==> src/rtl/ap_pkg.sv <==
// Shared encodings for the associative-processor tag unit:
// operation codes and the responder-scan FSM states.
package ap_pkg;

   typedef enum logic [1:0] {
      OP_LOAD         = 2'd0,
      OP_AND          = 2'd1,
      OP_OR           = 2'd2,
      OP_SELECT_FIRST = 2'd3
   } op_e;

   typedef enum logic [1:0] {
      IDLE = 2'd0,
      SCAN = 2'd1,
      DONE = 2'd2
   } state_e;

endpackage

==> src/rtl/ap_match_reduce.sv <==
// Per-row AND of the bit-column tag outputs over the enabled columns;
// with no column enabled every row matches.
module ap_match_reduce
   import ap_pkg::*;
#(
   parameter int DATA_DEPTH = 4,
   parameter int WORD_WIDTH = 4
) (
   input  logic [DATA_DEPTH*WORD_WIDTH-1:0] tag_cell_in,
   input  logic [WORD_WIDTH-1:0]            col_en,
   output logic [DATA_DEPTH-1:0]            match
);

   always_comb begin
      match = '1;
      for (int unsigned c = 0; c < WORD_WIDTH; c++) begin
         if (col_en[c]) begin
            match = match & tag_cell_in[c*DATA_DEPTH +: DATA_DEPTH];
         end
      end
   end

endmodule

==> src/rtl/ap_tag_unit.sv <==
// Row tag register and responder resolution: applies the requested op to
// the tag, then scans one row per cycle to publish count / first / any.
module ap_tag_unit
   import ap_pkg::*;
#(
   parameter  int DATA_DEPTH = 4,
   parameter  int WORD_WIDTH = 4,
   localparam int IW = (DATA_DEPTH > 1) ? $clog2(DATA_DEPTH) : 1,
   localparam int CW = $clog2(DATA_DEPTH + 1)
) (
   input  logic                             clk,
   input  logic                             rstIn,
   input  logic [DATA_DEPTH*WORD_WIDTH-1:0] tag_cell_in,
   input  logic [WORD_WIDTH-1:0]            col_en,
   input  logic                             op_valid,
   input  logic [1:0]                       op,
   output logic                             op_ready,
   output logic [DATA_DEPTH-1:0]            tag,
   output logic                             any_hit,
   output logic [IW-1:0]                    first_idx,
   output logic [CW-1:0]                    hit_count,
   output logic                             done
);

   state_e                state, state_next;
   logic [DATA_DEPTH-1:0] match;
   logic [DATA_DEPTH-1:0] tag_next;
   logic [IW-1:0]         idx;
   logic [IW-1:0]         shadow_first;
   logic [CW-1:0]         shadow_count;
   logic                  shadow_found;
   logic                  accept;
   logic                  row_hit;
   logic                  last_row;

   ap_match_reduce #(
      .DATA_DEPTH (DATA_DEPTH),
      .WORD_WIDTH (WORD_WIDTH)
   ) u_match (
      .tag_cell_in (tag_cell_in),
      .col_en      (col_en),
      .match       (match)
   );

   assign op_ready = (state == IDLE);
   assign done     = (state == DONE);
   assign accept   = op_valid && op_ready;
   assign row_hit  = tag[idx];
   assign last_row = (idx == IW'(DATA_DEPTH - 1));

   always_ff @(posedge clk) begin
      if (rstIn) begin
         state <= IDLE;
      end else begin
         state <= state_next;
      end
   end

   always_comb begin
      state_next = state;
      unique case (state)
         IDLE:    if (accept) state_next = SCAN;
         SCAN:    if (last_row) state_next = DONE;
         DONE:    state_next = IDLE;
         default: state_next = IDLE;
      endcase
   end

   // Lowest set bit isolated with tag & -tag
   always_comb begin
      tag_next = tag;
      unique case (op_e'(op))
         OP_LOAD:         tag_next = match;
         OP_AND:          tag_next = tag & match;
         OP_OR:           tag_next = tag | match;
         OP_SELECT_FIRST: tag_next = tag & (~tag + DATA_DEPTH'(1));
         default:         tag_next = tag;
      endcase
   end

   always_ff @(posedge clk) begin
      if (rstIn) begin
         tag          <= '0;
         idx          <= '0;
         shadow_count <= '0;
         shadow_first <= '0;
         shadow_found <= 1'b0;
         hit_count    <= '0;
         first_idx    <= '0;
         any_hit      <= 1'b0;
      end else begin
         if (accept) begin
            tag          <= tag_next;
            idx          <= '0;
            shadow_count <= '0;
            shadow_first <= '0;
            shadow_found <= 1'b0;
         end
         if (state == SCAN) begin
            if (row_hit) begin
               shadow_count <= shadow_count + CW'(1);
            end
            if (row_hit && !shadow_found) begin
               shadow_first <= idx;
               shadow_found <= 1'b1;
            end
            // Last row is folded in directly so results publish on DONE entry
            if (last_row) begin
               hit_count <= shadow_count + CW'(row_hit);
               first_idx <= (row_hit && !shadow_found) ? idx : shadow_first;
               any_hit   <= shadow_found | row_hit;
            end else begin
               idx <= idx + IW'(1);
            end
         end
      end
   end

endmodule
==> config.mk <==
export PLATFORM = sky130hd
export DESIGN_NAME = ap_tag_unit
export DESIGN_NICKNAME = d
export VERILOG_FILES = /design/src/rtl/ap_pkg.sv /design/src/rtl/ap_match_reduce.sv /design/src/rtl/ap_tag_unit.sv
export SDC_FILE = /design/constraint.sdc
export NUM_CORES = 1
export LEC_CHECK = 0
export CORE_MARGIN = 10
export CORE_UTILIZATION = 40
export CTS_CLUSTER_DIAMETER = 150
export DETAILED_ROUTE_END_ITERATION = 7
export PLACE_DENSITY = 0.76
export SLEW_MARGIN = 20
export SYNTH_ARGS = -nofsm -noshare
export SYNTH_HDL_FRONTEND = slang
export SYNTH_SLANG_ARGS = --single-unit
==> constraint.sdc <==
create_clock -name clk -period 1.7 [get_ports clk]
set_input_delay 0.34 -clock clk [delete_from_list [all_inputs] [get_ports clk]]
set_output_delay 0.34 -clock clk [all_outputs]
set_load 0.05 [all_outputs]
==> metrics.cfg <==
[status]
status = finished clean

[detailed_routing]
drtIter0Drc = 60
wirelength_um = 2900
vias_per_cell = 5.34
firstDrtPassIters = 4
drcViolationCount = 0
final_antenna_net_count = 0
post_drt_wl_per_cell_um = 14.4
vias = 1078

[flow_run]
maxCapViolCount = 0

[clock_tree]
cts_root_buf = clkbuf_4
cts_tree = done
clk_latency_ps = 320
clock_sinks = 20
cts_setup_buffers = 0
cts_buffers = 3
clock_path_buffers = 2
clkTransAtPathRegs_ps = 120
ctsHtreeMaxLevel = 1

[worst_setup_path]
endpoint_kind = register
path_buf_inv = 0
crit_family = multiplexers
worst-setup-path-type = register to register
worstPathArrival_ps = 1890
cpPeakStageDelay_ps = 550
cp_slowest_cell = mux4_2
worstPathRequired_ps = 1950
startpoint_type = register
path_cells = mux4_2, ha_4, ha_2, xnor2_1, a211oi_1
path_max_fanout = 2

[layout]
instances_no_fill = 202
layout.nets = 203
layout-drive-gt1-share = 0.215
multiInputGateArea_um2 = 626
diodes = 0
fillerInstances = 219
final_util = 0.632
regArea_um2 = 417
syn_to_final_growth_pct = 48.4
final_area_um2 = 1600

[synth]
seq_area_frac_synth = 0.373
synthAdderAreaFrac = 0.0582
netlist_area_um2 = 1070
yosys_register_bits = 20
syn_area_per_cell_um2 = 8.46
synth.area.mux_share = 0.0675
netlist-cell-type-count = 33
synthXorXnorAreaFrac = 0.00815
synth-edff-count = 0
synthSimpleGateAreaFrac = 0.208
syn_inst = 127
synthFlopType = dfxtp_1
synth-compound-area-share = 0.226
async_reset_ff_frac = 0
synth_warnings = 0
synth_top_family_by_area = compound AO/OA/AOI/OAI gates
syn_nets = 157

[timing]
setup_viol = 0
drv_slew = 0
slew_headroom = 0.766
min_period_ps = 1640
hold_viol = 0
tightest_slew_ps = 350
finalCritPeriodShare = 0.966
holdWs_ps = 469
skew_ps = 9.10
setup_ws_ps = 57.1
rsz0062_at_grt = no
fmax_mhz = 609

[placement]
io_buffers = 36
hpwl_um = 2400
dpl_cell_area_um2 = 1550
dp_slack_ps = -264
dp_cells = 198
gp_congestion = 0.906

[power_and_ir_drop]
p_leak_nw = 0.626
ir_worst_vdd_mv = 0.532
power_density_nw_per_um2 = 656

[global_routing]
grt_pass1_vias = 1162
overflow = 0
grt_first_pass_wirelength_um = 5020
track_usage = 0.117
grt_max_degree = 21
antenna_found_initial = 0

[die]
die_w_um = 71.8
row_count = 18
io_pins = 37
initial_core_util = 0.426
core_um2 = 2520
die_h_um = 71.8
die_area_um2 = 5160

[worst_hold_path]
hold_class = register to register

-- path summary, 6_finish.rpt --
kind	cells past startpoint	startpoint	slack, ps	endpoint
min	2	hit_count[1]	470	hit_count[1]
max	5	idx[0]	60	hit_count[2]
max reg2reg	5	idx[0]	60	hit_count[2]
min reg2reg	2	hit_count[1]	470	hit_count[1]
-- stage by stage --
step	setup TNS [ps]	power [mW]
final	0	1.05
after CTS	0	1.06
after detailed placement	-901	0.723
after global routing	0	1.09
after floorplan	0	0.611
after global placement	-759	0.717
-- logic make-up (layout without fill, tap and decap cells) --
kind of cell	count (synthesis)	count (layout)
multiplexers	6	6
XOR/XNOR	1	1
AND/OR/NAND/NOR	43	43
buffers and inverters	15	60
adder cells (fa/ha/maj)	5	5
flip-flops	20	20
AO/OA/AOI/OAI	37	37
-- layer usage --
metal | track usage | routed length, µm
met1 | 0.119 | 1200
met4 | 0.0925 | 97
met3 | 0.0455 | 286
met5 | 0 | 0
met2 | 0.186 | 1320
-- worst reg2reg max path, cell delays in order, from the launching register on --
cell and delay, ps:
dfxtp_2 360, mux4_2 550, ha_4 180, ha_2 160, xnor2_1 120, a211oi_1 210
-- power by group --
group | internal, mW | leakage, nW | switching, mW
sequential | 0.477 | 0.165 | 0.0121
combinational | 0.117 | 0.434 | 0.105
clock | 0.180 | 0.0261 | 0.155
total | 0.775 | 0.626 | 0.272
-- cells in the mapped netlist (all sizes together) (2+ instances only) --
| cell type | instances | area (µm²) |
|---|---|---|
| o21ai | 6 | 33.8 |
| nor3 | 2 | 10.0 |
| dfxtp | 20 | 400 |
| and2 | 2 | 12.5 |
| nand2 | 11 | 41.3 |
| mux2i | 5 | 50.1 |
| nand3 | 2 | 10.0 |
| or3b | 2 | 20.0 |
| ha | 5 | 62.6 |
| and4 | 2 | 17.5 |
| o211ai | 2 | 15.0 |
| nor3b | 2 | 15.0 |
| nor2 | 15 | 56.3 |
| a211oi | 3 | 22.5 |
| nand3b | 2 | 15.0 |
| a31oi | 6 | 37.5 |
| clkbuf | 4 | 15.0 |
| o22ai | 8 | 50.1 |
| a2111o | 2 | 22.5 |
| a21oi | 6 | 30.0 |
| inv | 10 | 37.5 |
-- layout make-up --
class / count / area share
well taps: 30 / 0.0235
clock buffers: 4 / 0.0298
repair buffers: 46 / 0.270
multi-input cells: 92 / 0.392
flip-flops and latches: 20 / 0.261
inverters: 10 / 0.0235
-- placed cells by master, fill, tap and decap left out, types with 3 or more instances in the layout --
master,n
a211oi_1,3
a21oi_1,6
a31oi_1,6
buf_4,20
clkbuf_4,3
clkdlybuf4s50_1,24
dfxtp_1,15
dfxtp_4,4
ha_1,3
inv_1,10
mux2i_1,5
nand2_1,11
nor2_1,15
o21ai_0,5
o22ai_1,8
-- state kept, by name, summed over array words and instances (netlist names), 2 cells and up --
signal,cells
idx,2
tag,4
first_idx,2
shadow_first,2
shadow_count,3
state,2
hit_count,3
-- timing repair --
action / CTS / global route
endpoints found under the setup margin: 0 / 1
gates resized for setup: 0 / 1
endpoints found under the hold margin: 0 / 0
hold buffers: 0 / 0
No activity file was read; power rests on OpenSTA's default activity.
